### config.mk
export PLATFORM = sky130hd
export DESIGN_NAME = xor_parity_accumulator_flat
export DESIGN_NICKNAME = d
export VERILOG_FILES = /design/src/rtl/xor_parity_accumulator_pkg.sv /design/src/rtl/xor_parity_accumulator_if.sv /design/src/rtl/xor_parity_accumulator_bit_counter.sv /design/src/rtl/xor_parity_accumulator.sv /design/src/flat_wrapper.sv
export SDC_FILE = /design/constraint.sdc
export NUM_CORES = 1
export LEC_CHECK = 0
export BUFFER_PORTS_ARGS = -buffer_cell sky130_fd_sc_hd__buf_4
export CAP_MARGIN = 25
export CELL_PAD_IN_SITES_DETAIL_PLACEMENT = 1
export CELL_PAD_IN_SITES_GLOBAL_PLACEMENT = 2
export CORE_MARGIN = 3
export CORE_UTILIZATION = 33
export DETAILED_ROUTE_END_ITERATION = 7
export GPL_TIMING_DRIVEN = 0
export PLACE_DENSITY = 0.73
export SLEW_MARGIN = 20
export SYNTH_ARGS = -nofsm -noshare
export SYNTH_HDL_FRONTEND = slang
export SYNTH_SLANG_ARGS = --single-unit
### constraint.sdc
create_clock -name clk -period 3.05 [get_ports clk]
set_input_delay 0.1525 -clock clk [delete_from_list [all_inputs] [get_ports clk]]
set_output_delay 0.1525 -clock clk [all_outputs]
set_load 0.03 [all_outputs]
### src/rtl/xor_parity_accumulator_pkg.sv
// Shared types and helpers for the serial XOR parity accumulator.
// Frame length depends on the PARITY_CHECK_EN macro (adds one received parity bit).
package parity_pkg;

  typedef enum logic [1:0] {
    IDLE  = 2'd0,
    ACCUM = 2'd1,
    HOLD  = 2'd2
  } state_e;

  localparam int FRAME_LEN_MAX = 255;

  // Total accepted bits per frame, including the received parity bit when checking.
  function automatic int frame_bits(input int frame_len);
`ifdef PARITY_CHECK_EN
    return frame_len + 1;
`else
    return frame_len;
`endif
  endfunction

endpackage

### src/rtl/xor_parity_accumulator_if.sv
// Input/output valid-ready handshakes of the parity accumulator.
// out_err exists only when PARITY_CHECK_EN is defined.
interface xor_parity_accumulator_if;
  logic in_valid;
  logic in_ready;
  logic in_bit;
  logic out_valid;
  logic out_ready;
  logic out_parity;
`ifdef PARITY_CHECK_EN
  logic out_err;
`endif

  modport master (
    output in_valid,
    output in_bit,
    output out_ready,
    input  in_ready,
    input  out_valid,
`ifdef PARITY_CHECK_EN
    input  out_err,
`endif
    input  out_parity
  );

  modport slave (
    input  in_valid,
    input  in_bit,
    input  out_ready,
    output in_ready,
    output out_valid,
`ifdef PARITY_CHECK_EN
    output out_err,
`endif
    output out_parity
  );
endinterface

### src/rtl/xor_parity_accumulator_bit_counter.sv
// Saturating frame bit counter with clear; flags when the next increment completes the frame.
module parity_bit_counter #(
  parameter int FRAME_BITS = 8,
  parameter int CNT_W      = 4
) (
  input  logic clk,
  input  logic rst_n,
  input  logic clr,
  input  logic inc,
  output logic last
);

  localparam logic [CNT_W-1:0] CNT_TERM = CNT_W'(FRAME_BITS - 1);
  localparam logic [CNT_W-1:0] CNT_FULL = CNT_W'(FRAME_BITS);

  logic [CNT_W-1:0] cnt_d;
  logic [CNT_W-1:0] cnt_q;

  // Next count: clear wins, increment saturates at the frame length.
  always_comb begin
    cnt_d = cnt_q;
    if (clr) begin
      cnt_d = '0;
    end else if (inc && (cnt_q < CNT_FULL)) begin
      cnt_d = cnt_q + CNT_W'(1);
    end else begin
      cnt_d = cnt_q;
    end
  end

  // Count register.
  always_ff @(posedge clk or negedge rst_n) begin
    if (!rst_n) begin
      cnt_q <= '0;
    end else begin
      cnt_q <= cnt_d;
    end
  end

  assign last = (cnt_q == CNT_TERM);

endmodule

### src/rtl/xor_parity_accumulator.sv
// Folds one accepted bit per cycle into a running XOR and presents the frame parity.
// With PARITY_CHECK_EN the last bit is a received parity bit compared into out_err.
module xor_parity_accumulator
  import parity_pkg::*;
#(
  parameter int FRAME_LEN = 8
) (
  input  logic clk,
  input  logic rst_n,
  input  logic sync_clr,
  xor_parity_accumulator_if.slave bus
);

  localparam int FRAME_BITS = frame_bits(FRAME_LEN);
  localparam int CNT_W      = $clog2(FRAME_LEN + 2);

  state_e state_d;
  state_e state_q;
  logic   acc_d;
  logic   acc_q;
  logic   out_valid_d;
  logic   out_valid_q;
  logic   out_parity_d;
  logic   out_parity_q;
`ifdef PARITY_CHECK_EN
  logic   out_err_d;
  logic   out_err_q;
`endif

  logic in_ready_s;
  logic accept_s;
  logic acc_base_s;
  logic frame_last_s;
  logic cnt_clr_s;
  logic cnt_inc_s;

  assign in_ready_s = (state_q == IDLE) || (state_q == ACCUM);
  assign accept_s   = bus.in_valid && in_ready_s;
  // A fresh frame starts from zero regardless of what acc currently holds.
  assign acc_base_s = (state_q == IDLE) ? 1'b0 : acc_q;

  parity_bit_counter #(
    .FRAME_BITS (FRAME_BITS),
    .CNT_W      (CNT_W)
  ) u_bit_counter (
    .clk   (clk),
    .rst_n (rst_n),
    .clr   (cnt_clr_s),
    .inc   (cnt_inc_s),
    .last  (frame_last_s)
  );

  // Next-state, accumulator and output register updates.
  always_comb begin
    state_d      = state_q;
    acc_d        = acc_q;
    out_valid_d  = out_valid_q;
    out_parity_d = out_parity_q;
`ifdef PARITY_CHECK_EN
    out_err_d    = out_err_q;
`endif
    cnt_clr_s    = 1'b0;
    cnt_inc_s    = 1'b0;

    if (sync_clr) begin
      state_d      = IDLE;
      acc_d        = 1'b0;
      out_valid_d  = 1'b0;
      out_parity_d = 1'b0;
`ifdef PARITY_CHECK_EN
      out_err_d    = 1'b0;
`endif
      cnt_clr_s    = 1'b1;
    end else begin
      case (state_q)
        IDLE, ACCUM: begin
          if (accept_s) begin
            cnt_inc_s = 1'b1;
            if (frame_last_s) begin
              state_d     = HOLD;
              out_valid_d = 1'b1;
`ifdef PARITY_CHECK_EN
              // Received parity bit: compared, never folded into acc.
              acc_d        = acc_base_s;
              out_parity_d = acc_base_s;
              out_err_d    = acc_base_s ^ bus.in_bit;
`else
              acc_d        = acc_base_s ^ bus.in_bit;
              out_parity_d = acc_base_s ^ bus.in_bit;
`endif
            end else begin
              state_d = ACCUM;
              acc_d   = acc_base_s ^ bus.in_bit;
            end
          end else begin
            state_d = state_q;
          end
        end
        HOLD: begin
          if (bus.out_ready) begin
            state_d     = IDLE;
            acc_d       = 1'b0;
            out_valid_d = 1'b0;
            cnt_clr_s   = 1'b1;
          end else begin
            state_d = HOLD;
          end
        end
        default: begin
          state_d     = IDLE;
          acc_d       = 1'b0;
          out_valid_d = 1'b0;
          cnt_clr_s   = 1'b1;
        end
      endcase
    end
  end

  // State, accumulator and output registers.
  always_ff @(posedge clk or negedge rst_n) begin
    if (!rst_n) begin
      state_q      <= IDLE;
      acc_q        <= 1'b0;
      out_valid_q  <= 1'b0;
      out_parity_q <= 1'b0;
`ifdef PARITY_CHECK_EN
      out_err_q    <= 1'b0;
`endif
    end else begin
      state_q      <= state_d;
      acc_q        <= acc_d;
      out_valid_q  <= out_valid_d;
      out_parity_q <= out_parity_d;
`ifdef PARITY_CHECK_EN
      out_err_q    <= out_err_d;
`endif
    end
  end

  assign bus.in_ready   = in_ready_s;
  assign bus.out_valid  = out_valid_q;
  assign bus.out_parity = out_parity_q;
`ifdef PARITY_CHECK_EN
  assign bus.out_err    = out_err_q;
`endif

endmodule
### src/flat_wrapper.sv
// flat-port wrapper written by rule: the top's interface ports become plain ports
module xor_parity_accumulator_flat import parity_pkg::*;
#(
  parameter int FRAME_LEN = 8
)
  (clk, rst_n, sync_clr, bus_in_valid, bus_in_bit, bus_out_ready, bus_in_ready, bus_out_valid, bus_out_parity);
  xor_parity_accumulator_if bus_i ();
  input  logic clk;
  input  logic rst_n;
  input  logic sync_clr;
  input wire logic [$bits(bus_i.in_valid)-1:0] bus_in_valid;
  input wire logic [$bits(bus_i.in_bit)-1:0] bus_in_bit;
  input wire logic [$bits(bus_i.out_ready)-1:0] bus_out_ready;
  output wire logic [$bits(bus_i.in_ready)-1:0] bus_in_ready;
  output wire logic [$bits(bus_i.out_valid)-1:0] bus_out_valid;
  output wire logic [$bits(bus_i.out_parity)-1:0] bus_out_parity;
  assign bus_i.in_valid = bus_in_valid;
  assign bus_i.in_bit = bus_in_bit;
  assign bus_i.out_ready = bus_out_ready;
  assign bus_in_ready = bus_i.in_ready;
  assign bus_out_valid = bus_i.out_valid;
  assign bus_out_parity = bus_i.out_parity;
  xor_parity_accumulator #(.FRAME_LEN(FRAME_LEN)) u_core (.clk(clk), .rst_n(rst_n), .sync_clr(sync_clr), .bus(bus_i));
endmodule
* After elaboration in Yosys (flattened, before gate mapping)
Cells that the tools add are included.
Word-level totals: bits in registers 9, bits of input ports 6, output and inout port bits 3, word-level logic and storage cells 52
Operators by class: $add $sub $neg 1, magnitude comparators 1, equality and inequality tests 6, mux-type cells 26, bitwise logic cells 1, reductions and logical operators 12
Operator list (number):
- $mux 1 | 16
- $mux 2 | 4
- $mux 4 | 2
- $reduce_bool 2->1 | 4
- $ne 3x2->1 const B | 2
- $pmux 1 s2 | 3
- $reduce_and 3->1 | 2
- $add 4x1->4 const B | 1
- $eq 4x3->1 const B | 1
- $lt 4x4->1 const B | 1
- $pmux 2 s2 | 1
- $ne 3x3->1 const B | 1
- $eq 2x1->1 const B | 1
- $eq 2x2->1 const B | 1
- $logic_and 1x1->1 | 2
- $logic_not 2->1 | 1
- $reduce_and 2->1 | 1
- $reduce_or 2->1 | 1
- $logic_or 1x1->1 | 1
- $xor 1x1->1 | 1

* Longest topological paths before layout
Gate-level depths: netlist of run 1.
depth after elaboration 9, gate-level depth with buffers 4, gate-level depth less buffers 4

* Cells and area by module
From an unflattened synthesis of run 1, not the netlist that was laid out.
Unflattened totals: cell total of the unflattened synthesis 40, area, all modules 426.7 sq um
Modules (own cells, without submodules):
- xor_parity_accumulator | times used 1, cells an instance 24, area each 231.5 sq um, sequential area each 125.1 sq um
- parity_bit_counter | times used 1, cells an instance 16, area each 195.2 sq um, sequential area each 100.1 sq um

* Worst setup path after synthesis of run 1
Ideal clock, no wire load.
path kind register -> register, from reg u_core.state_q[1], to reg u_core.u_bit_counter.cnt_q[2], library setup time 0.078 ns, data arrival time 1.304 ns, required time 2.972 ns, path slack 1.668 ns, cell stages (with the launch flop) 5, buffers on the path 1, clock period less this slack 1.382 ns, cells stage by stage dfrtp_1 > buf_6 > or3b_4 > or3_1 > a21oi_1
Between the ends: cells in the longest elaborated chain, start to end 8, elaborated cells on any way between the ends 14, classes of those cells eq/ne: 2; mux: 6; reduce/logical: 6
RTL lines:
- start: declaration | RTL line xor_parity_accumulator.sv:18 | state_e state_q;
- start signal: assignment | RTL line xor_parity_accumulator.sv:130 | state_q <= state_d;
- $eq 2x1->1 / $logic_not 2->1 (equally long branches) | RTL line xor_parity_accumulator.sv:37, xor_parity_accumulator.sv:75
- $logic_or 1x1->1 | RTL line xor_parity_accumulator.sv:37 | assign in_ready_s = (state_q == IDLE) || (state_q == ACCUM);
- $logic_and 1x1->1 | RTL line xor_parity_accumulator.sv:38 | assign accept_s = bus.in_valid && in_ready_s;
- $mux 1 | RTL line xor_parity_accumulator.sv:77 | if (accept_s) begin
- $mux 1 | RTL line xor_parity_accumulator.sv:75 | case (state_q)
- $mux 1 | RTL line xor_parity_accumulator.sv:65 | if (sync_clr) begin
- $logic_and 1x1->1 | RTL line xor_parity_accumulator_bit_counter.sv:24 | end else if (inc && (cnt_q < CNT_FULL)) begin
- $reduce_bool 2->1 (no line)
- end signal: assignment | RTL line xor_parity_accumulator_bit_counter.sv:36 | cnt_q <= cnt_d;
- end: declaration | RTL line xor_parity_accumulator_bit_counter.sv:17 | logic [CNT_W-1:0] cnt_q;
Parallel ways exist; a longest one is shown, timed or not. A chain may end at the register's enable or synchronous reset.

* Final worst setup path of run 1
Same ends and word-level chain as after synthesis.

==> results of run 1 <==
[logic make-up after synthesis]
logic type / count (synthesis)
compound gates: 15
xor+xnor: 2
fa+ha+maj: 1
buf+inv: 4
flops: 9
simple gates: 17
[sequential cells by signal (all words and copies together) (netlist names)]
| signal | cells |
|---|---|
| u_core.u_bit_counter.cnt_q | 4 |
| u_core.acc_q | 1 |
| u_core.bus.out_parity | 1 |
| u_core.state_q | 2 |
| u_core.bus.out_valid | 1 |
[layer usage]
layer | part of all wire | routed length [um]
met3 | 0.044 | 51
met4 | 0.0035 | 4
met1 | 0.42 | 489
met5 | 0 | 0
met2 | 0.53 | 611
[repair_timing]
action                                 in CTS  in global routing
endpoints found under the hold margin       9                  0
resized for setup                           0                  0
hold buffers                                1                  0
[per-stage QoR]
| step | util | instances | hold slack (ps) |
|---|---|---|---|
| 3_3_place_gp | 0.420 | 71 | -20.8 |
| 2_1_floorplan | - | 48 | -143 |
| 5_1_grt | 0.447 | 76 | 89.0 |
| 3_5_place_dp | 0.420 | 71 | -14.8 |
| 6_report | 0.447 | 76 | 97.3 |
| 4_1_cts | 0.447 | 76 | 85.7 |
[worst register-to-register path: stages, from the launching register on]
cell and delay (ps):
dfrtp_1 370, buf_6 130, or3b_4 410, or3_1 320, a21oi_1 140
[report_power, final]
part           internal (uW)  switching, uW  total [uW]
Clock                   50.4           40.8        91.2
Combinational           14.0           13.5        27.5
Sequential               123           4.26         127
Total                    187           58.6         246
[placed cells by master (no fill, tap or decap), types with 2 or more instances in the layout]
master    synthesis  final
a21oi_1           6      6
buf_4             0      8
clkbuf_4          0      3
dfrtp_1           9      9
inv_1             3      3
nand2b_1          3      3
nand3b_1          2      2
nor2_1            4      4
o21ai_0           4      4
[area by class of cell]
| type | instances | area [um2] |
|---|---|---|
| Inverter | 3 | 11.3 |
| Clock buffer | 4 | 26.3 |
| Buffer | 1 | 11.3 |
| Tap cell | 15 | 18.8 |
| Timing Repair Buffer | 9 | 70.1 |
| Sequential cell | 9 | 225 |
| Fill cell | 158 | 737 |
| Multi-Input combinational cell | 35 | 234 |
[path summary, 6_finish.rpt]
path	startpoint	endpoint	slack (ps)
setup / recovery	u_core.state_q[1]$_DFFE_PN0P_	u_core.u_bit_counter.cnt_q[2]$_DFFE_PN0P_	1600
min in group asynchronous	rst_n	u_core.acc_q$_DFFE_PN0P_	250
hold reg to reg	u_core.bus.out_valid$_DFFE_PN0P_	u_core.bus.out_valid$_DFFE_PN0P_	530
hold / removal	sync_clr	u_core.acc_q$_DFFE_PN0P_	100
setup reg to reg	u_core.state_q[1]$_DFFE_PN0P_	u_core.u_bit_counter.cnt_q[2]$_DFFE_PN0P_	1600
max in group asynchronous	rst_n	u_core.bus.out_valid$_DFFE_PN0P_	2660
==> qor.yml, run 1 <==
clock_tree.buffer_depth: 2
synth_top_cells_by_count: "dfrtp_1 (9), a21oi_1 (6), nor2_1 (4), o21ai_0 (4)"
grt-busiest-layer: "met2"
yosys_most_used_dff: "dfrtp_1"
yosysMostFrequentCell: "dfrtp_1"
grt_setup_unrepaired: "false"
cpMaxStageDelayCell: "or3b_4"
globalRouteOverflowTotal: 0
post_synth_mux_area_share: 0
synthesis.area_um2: 482
grt_pass1_vias: 452
hp_class: "input pin to flip-flop"
route.detailed.wl_per_inst_um: 15.2
floorplan.die.height_um: 44.2
grt_util_met2: 0.241
floorplan.initialDensity: 0.361
cp-end-kind: "flip-flop"
holdPathStages: 2
critical-path-top-delay-family: "simple AND/OR/NAND/NOR gates"
areaGrowthSynthToFinish_pct: 23.9
async_flop_share: 1.00
fp-row-count: 13
max-vdd-ir-drop_mv: 0.189
cts_buffers: 3
postSynthNetCount: 55
status: "complete, no violations"
first_iter_violations: 7
tot_gr_track_use: 0.137
synth_top_cells_by_area: "dfrtp_1 (47%), a21oi_1 (6.2%), o21ai_0 (4.2%)"
avgViaCountPerCell: 5.36
final.setup.worst_slack_ps: 1600
power_per_cell_area_mw_per_mm2: 412
cp_slowest_stage_delay_ps: 410
fraction_of_the_mapped_netlist_area_in_adder_cells: 0.0260
synthXorXnorAreaFrac: 0.0364
floorplan.io_pins: 9
antennaDiodeCount: 0
synth-simple-area-share: 0.223
synth.ff_latch_count: 9
htree_levels: 1
drt.antenna.violating_nets: 0
grt_pass1_wl_um: 1930
portBuffers: 8
worst_pin_slew_ps: 446
hold_viol: 0
syn_area_per_cell_um2: 10.0
clock_latency_ps: 260
buffers_and_inverters_on_the_worst_path: 1
grt.met1_usage: 0.144
drive_above_1_share: 0.246
largest_area_contributor_in_the_netlist: "dfrtp_1"
dominant_combinational_cell_family_by_area_after_synthesis: "simple AND/OR/NAND/NOR gates"
die_area_mm2: 0.00195
path_max_fanout: 10
fin_crit_sh: 0.476
yosysUniqueCellTypes: 24
maximum_clock_rate_ghz: 0.689
post-route-cell-area_um2: 597
total_power_uw: 246
cts_tree: "yes"
clock-root-buffer: "clkbuf_4"
finish.net_count: 69
yosys_warnings: 0
slew_viol_final: 0
fp.dieW_um: 44.2
preCtsSetupSlack_ps: 1600
period_minus_slack_ps: 1450
maxSlewHeadroom: 0.698
dr_pass1_iterations: 4
arrival_ps: 1630
worstPathRequired_ps: 3230
drt_wl_total_um: 1160
clkTransAtPathRegs_ps: 60
cp.depth: 4
grt_start_max_net_pins: 11
antenna_violations_before_repair: 0
synth_compound_gate_area_share: 0.200
worstPathCellList: "buf_6 > or3b_4 > or3_1 > a21oi_1"
core_region_area_mm2: 0.00133
postPlaceCellArea_um2: 561
gp_congestion: 0.791
dr_total_vias: 407
synth_cells: 48
cp-start-kind: "flip-flop"
skew_ps: 3.10
cellLeakagePower_uw: 0.000252
critPathKind: "flip-flop to flip-flop"
drv_cap: 0
synth-edff-count: 0
number_of_design_rule_violations_left_after_detail_routing: 0
synth_seq_area_share: 0.468
use_met3: 0.0285
worst_reg2reg_path_length_in_cells: 4
netlist.area_leader.share: 0.468
setup_tns_ps: 0
count_of_clock_tree_sinks: 9
setup_viol_count_final: 0
post_cts.repair.setup_buffers: 0
Note: power is estimated with default switching activity, not from simulation.
==> run 2: changes to the inputs <==
- ABC_AREA: default -> 1
- CORE_UTILIZATION: 33 -> 29
- PLACE_DENSITY: 0.73 -> 0.69
- clock period: 3.05 -> 1.4 ns (I/O delays scaled with it)
==> qor.yml, run 2 <==
clkTransAtPathRegs_ps: 60
reg_top3: "u_core.u_bit_counter.cnt_q (4), u_core.state_q (2)"
max-vdd-ir-drop_mv: 0.477
synth_top_cells_by_area: "dfrtp_1 (45%), nand2_1 (13%), nand3_1 (7.0%)"
synth-simple-area-share: 0.379
yosysUniqueCellTypes: 17
clock-root-buffer: "clkbuf_4"
synthesis.area_um2: 502
layout.cells.most_common_list: "nand2_1 (17), dfrtp_1 (9), buf_4 (8)"
syn_area_per_cell_um2: 7.96
fp.dieW_um: 47.6
layout.core_utilization: 0.396
met3RoutedLength_um: 47
clock_latency_ps: 260
maximum_clock_rate_ghz: 0.882
htree_levels: 1
grt_setup_unrepaired: "false"
path_max_fanout: 4
dr_pass1_iterations: 2
power_switching_uw: 146
setup_tns_ps: 0
route.layer.met1.wl_um: 480
cellLeakagePower_uw: 0.000333
cp-end-kind: "flip-flop"
dominant_combinational_cell_family_by_area_after_synthesis: "simple AND/OR/NAND/NOR gates"
mostFrequentLayoutCell: "nand2_1"
floorplan.io_pins: 9
power.share.switching: 0.262
maxSlewHeadroom: 0.880
cts_tree: "yes"
hp_class: "input pin to flip-flop"
skew_ps: 1.48
grt_start_max_net_pins: 10
avgViaCountPerCell: 4.62
async_flop_share: 1.00
top_layer: "met4"
arrival_ps: 1330
die_area_mm2: 0.00227
synth_top_cells_by_count: "nand2_1 (17), dfrtp_1 (9), inv_1 (7), nand3_1 (7), nor2_1 (6)"
antennaDiodeCount: 0
worst_reg2reg_path_length_in_cells: 7
tot_gr_track_use: 0.121
fraction_of_the_mapped_netlist_area_in_adder_cells: 0.0249
netlist.area_leader.share: 0.449
yosys_most_used_dff: "dfrtp_1"
grt_pass1_vias: 424
cts_buffers: 3
critPathKind: "flip-flop to flip-flop"
holdPathStages: 3
dr_total_vias: 425
setup_viol_count_final: 0
globalRouteOverflowTotal: 0
portBuffers: 8
clkPwrFrac: 0.364
synthXorXnorAreaFrac: 0.0175
routed-wl-met2_um: 476
total_power_uw: 558
grt_pass1_wl_um: 1810
core_region_area_mm2: 0.00156
hold_viol: 0
p_int_uw: 412
hold_ws_ps: 109
first_iter_violations: 7
drive_above_1_share: 0.276
drv_cap: 0
worstPathRequired_ps: 1600
post_synth_mux_area_share: 0
cp-start-kind: "flip-flop"
synth_seq_area_share: 0.449
pwr-share-comb: 0.130
largest_area_contributor_in_the_netlist: "dfrtp_1"
antenna_violations_before_repair: 0
gp_congestion: 0.689
post_cts.repair.setup_buffers: 0
count_of_clock_tree_sinks: 9
finish.net_count: 84
number_of_design_rule_violations_left_after_detail_routing: 0
preCtsSetupSlack_ps: 267
power.share.sequential: 0.506
fp-row-count: 14
largest_register: "u_core.u_bit_counter.cnt_q"
r2r_setup_slk_ps: 270
final.setup.worst_slack_ps: 266
power_per_cell_area_mw_per_mm2: 903
route.detailed.wl_per_inst_um: 11.1
detailed_place_hpwl_um: 821
synth_compound_gate_area_share: 0.0549
drt.antenna.violating_nets: 0
floorplan.initialDensity: 0.322
synth.ff_latch_count: 9
yosys_warnings: 0
drt_wl_total_um: 1020
slew_viol_final: 0
yosysMostFrequentCell: "nand2_1"
areaGrowthSynthToFinish_pct: 23.2
fin_crit_sh: 0.810
period_minus_slack_ps: 1130
status: "complete, no violations"
flip_flop_count_of_the_largest_register_all_copies_and_words_added: 4
synth_cells: 63
floorplan.die.height_um: 47.6
synth-edff-count: 0
clock_tree.buffer_depth: 2
worst_pin_slew_ps: 180
postSynthNetCount: 70
-- run 2: layer usage --
| layer | up-vias | global-route usage |
|---|---|---|
| met1 | 190 | 0.149 |
| met3 | 2 | 0.0338 |
| li1 | 224 | - |
| met5 | - | 0 |
| met4 | 0 | 0.0645 |
| met2 | 9 | 0.190 |
-- run 2: cell families (layout without fill, tap and decap cells) --
logic type,after synthesis,count (layout)
AND/OR/NAND/NOR,38,38
buffers and inverters,10,23
AO/OA/AOI/OAI,4,4
flip-flops,9,9
adder cells (fa/ha/maj),1,1
XOR/XNOR,1,1
-- run 2: repair_timing --
item / 4_1_cts / 5_1_grt
hold buffers: 1 / 0
endpoints found under the hold margin: 9 / 0
gates resized for setup: 0 / 0
-- run 2: area by class of cell --
cell class,count,area [um2]
multi-input combinational,44,239
inverter,10,37.5
sequential,9,225
fill,202,941
tap,16,20.0
timing repair buffer,9,70.1
clock buffer,4,26.3
-- run 2: power by group through the flow --
stage / Clock, uW / Sequential (uW) / Combinational [uW]
3_5_place_dp: 0 / 288 / 73.2
5_1_grt: 235 / 285 / 86.6
3_3_place_gp: 0 / 287 / 72.0
6_report: 203 / 282 / 72.6
4_1_cts: 220 / 283 / 75.4
2_1_floorplan: 0 / 285 / 43.7
-- run 2: critical path: stages (launching register included) --
cell     delay, ps
dfrtp_1        390
ha_1           210
nand2_2         80
nor2_4         120
nand2_1         80
nor2_1          90
nand2_1         60
nand2_1         50
-- run 2: worst paths after layout --
kind	from	end
max reg2reg	u_core.u_bit_counter.cnt_q[0]$_DFFE_PN0P_	u_core.bus.out_parity$_DFFE_PN0P_
min	sync_clr	u_core.bus.out_parity$_DFFE_PN0P_
min in group asynchronous	rst_n	u_core.u_bit_counter.cnt_q[1]$_DFFE_PN0P_
min reg2reg	u_core.acc_q$_DFFE_PN0P_	u_core.acc_q$_DFFE_PN0P_
max in group asynchronous	rst_n	u_core.state_q[0]$_DFFE_PN0P_
max	u_core.u_bit_counter.cnt_q[0]$_DFFE_PN0P_	u_core.bus.out_parity$_DFFE_PN0P_
-- run 2: stage by stage --
stage | area (um2) | std cells
after floorplan | 502 | 63
after CTS | 618 | 92
after global placement | 582 | 87
after detailed placement | 582 | 87
final | 618 | 92
after global routing | 618 | 92
==> run 3: changes to the inputs <==
- ABC_AREA: 1 -> 0
- CORE_UTILIZATION: 29 -> 31
- clock period: 1.4 -> 1.1 ns (I/O delays scaled with it)
==> qor.yml, run 3 (synthesized netlist as in run 1, its figures left out) <==
fp.dieW_um: 45.4
critical-path-top-delay-family: "simple AND/OR/NAND/NOR gates"
globalRouteOverflowTotal: 0
antennaDiodeCount: 0
clock_latency_ps: 270
clkTransAtPathRegs_ps: 80
first_iter_violations: 4
arrival_ps: 1580
tot_gr_track_use: 0.144
drv_cap: 0
floorplan.die.height_um: 45.4
status: "finished, violations left"
crit-reg2reg-launch: "u_core.state_q[1]$_DFFE_PN0P_"
finish.net_count: 78
cp-start-kind: "flip-flop"
cp-end-kind: "flip-flop"
setup_viol_count_final: 10
avgViaCountPerCell: 5.33
floorplan.io_pins: 9
drt.antenna.violating_nets: 0
gp_congestion: 0.770
count_of_clock_tree_sinks: 9
final.setup.worst_slack_ps: -274
die_area_mm2: 0.00206
crit_startpoint: "u_core.state_q[1]$_DFFE_PN0P_"
fin_crit_sh: 1.25
largest_register: "u_core.u_bit_counter.cnt_q"
min-delay-start: "sync_clr"
htree_levels: 1
route.detailed.wl_per_inst_um: 16.6
dr_total_vias: 453
maxSlewHeadroom: 0.829
areaGrowthSynthToFinish_pct: 54.5
drive_above_1_share: 0.557
dr_pass1_iterations: 4
grt_setup_unrepaired: "true"
grt_pass1_wl_um: 2100
floorplan.initialDensity: 0.348
cellLeakagePower_uw: 0.000318
critPathKind: "flip-flop to flip-flop"
violations: "negative setup slack"
hold_viol: 0
cp_slowest_stage_delay_ps: 430
number_of_design_rule_violations_left_after_detail_routing: 0
slew_viol_final: 0
buffers_and_inverters_on_the_worst_path: 0
mostFrequentLayoutCell: "buf_4"
max-vdd-ir-drop_mv: 0.514
layout.cells.most_common_list: "buf_4 (14), dfrtp_1 (8), a21oi_2 (4)"
maximum_clock_rate_ghz: 0.728
worstPathCellList: "or3b_4 > or3_4 > a21oi_2"
grt_pass1_vias: 457
core_region_area_mm2: 0.00138
cts_buffers: 3
total_power_uw: 733
path_max_fanout: 3
period_minus_slack_ps: 1370
grt_start_max_net_pins: 10
fp-row-count: 13
clock-root-buffer: "clkbuf_4"
portBuffers: 8
cpMaxStageDelayCell: "dfrtp_2"
flip_flop_count_of_the_largest_register_all_copies_and_words_added: 4
cts_tree: "yes"
detailed_place_hpwl_um: 813
clock_tree.buffer_depth: 2
worst_pin_slew_ps: 256
drt_wl_total_um: 1410
skew_ps: 7.04
preCtsSetupSlack_ps: -312
antenna_violations_before_repair: 0
power_per_cell_area_mw_per_mm2: 984
reg_top3: "u_core.u_bit_counter.cnt_q (4), u_core.state_q (2)"
worstPathRequired_ps: 1300
hp_class: "input pin to flip-flop"
-- run 3: cell types whose count changed in the layout (fill, tap and decap cells not counted), moves of 3 or more --
cell      change
buf_4         +6
nand2_2       -3
inv_1         -5
a21oi_2       +4
nand2b_1      +3
nand3_1       -6
nor2_1        -3
buf_6         +3
nand2_1      -16
-- run 3: layout make-up --
cell class | instances | area [um2]
clock buffers | 3 | 22.5
clock inverters | 1 | 5.00
fillers | 159 | 638
inverters | 3 | 18.8
multi-input cells | 35 | 289
flip-flops and latches | 9 | 226
well taps | 15 | 18.8
repair buffers | 19 | 164
-- run 3: path summary, 6_finish.rpt --
check                      depth (start not counted)                                        end  slack, ps
min reg2reg                                        2           u_core.bus.out_valid$_DFFE_PN0P_        530
max reg2reg                                        3  u_core.u_bit_counter.cnt_q[2]$_DFFE_PN0P_       -270
max in group asynchronous                          2              u_core.state_q[1]$_DFFE_PN0P_        810
min                                                2                   u_core.acc_q$_DFFE_PN0P_         20
max                                                3  u_core.u_bit_counter.cnt_q[2]$_DFFE_PN0P_       -270
min in group asynchronous                          2  u_core.u_bit_counter.cnt_q[2]$_DFFE_PN0P_        140
-- run 3: per-layer routing --
| metal | vias to the layer above | part of all wire | GRT usage |
|---|---|---|---|
| met2 | 6 | 0.49 | 0.217 |
| met4 | 0 | 0 | 0.0702 |
| met5 | - | 0 | 0 |
| met1 | 228 | 0.47 | 0.190 |
| li1 | 219 | - | - |
| met3 | 0 | 0.030 | 0.0356 |
-- run 3: repair_timing --
| action | in CTS | in global routing |
|---|---|---|
| hold endpoints to repair | 9 | 0 |
| setup endpoints to repair | 10 | 10 |
| hold buffers | 1 | 0 |
| resized for setup | 13 | 13 |
| buffers inserted | 6 | 5 |
| pin swaps | 7 | 13 |
-- run 3: stage by stage --
stage	instance area [um2]	utilization	setup TNS (ps)	hold slack (ps)	cells
after floorplan	484	-	-544	-241	48
after global placement	563	0.407	-821	-118	71
after detailed placement	563	0.407	-1370	-112	71
after CTS	688	0.498	-1980	22.0	82
after global routing	744	0.538	-2160	19.5	85
final	744	0.538	-1750	19.7	85
-- run 3: power breakdown --
group / internal (uW) / total (uW) / leakage [uW] / switching, uW
logic: 58.8 / 108 / 0.000180 / 49.3
clock network: 134 / 271 / 0.0000177 / 137
registers: 341 / 353 / 0.000121 / 12.5
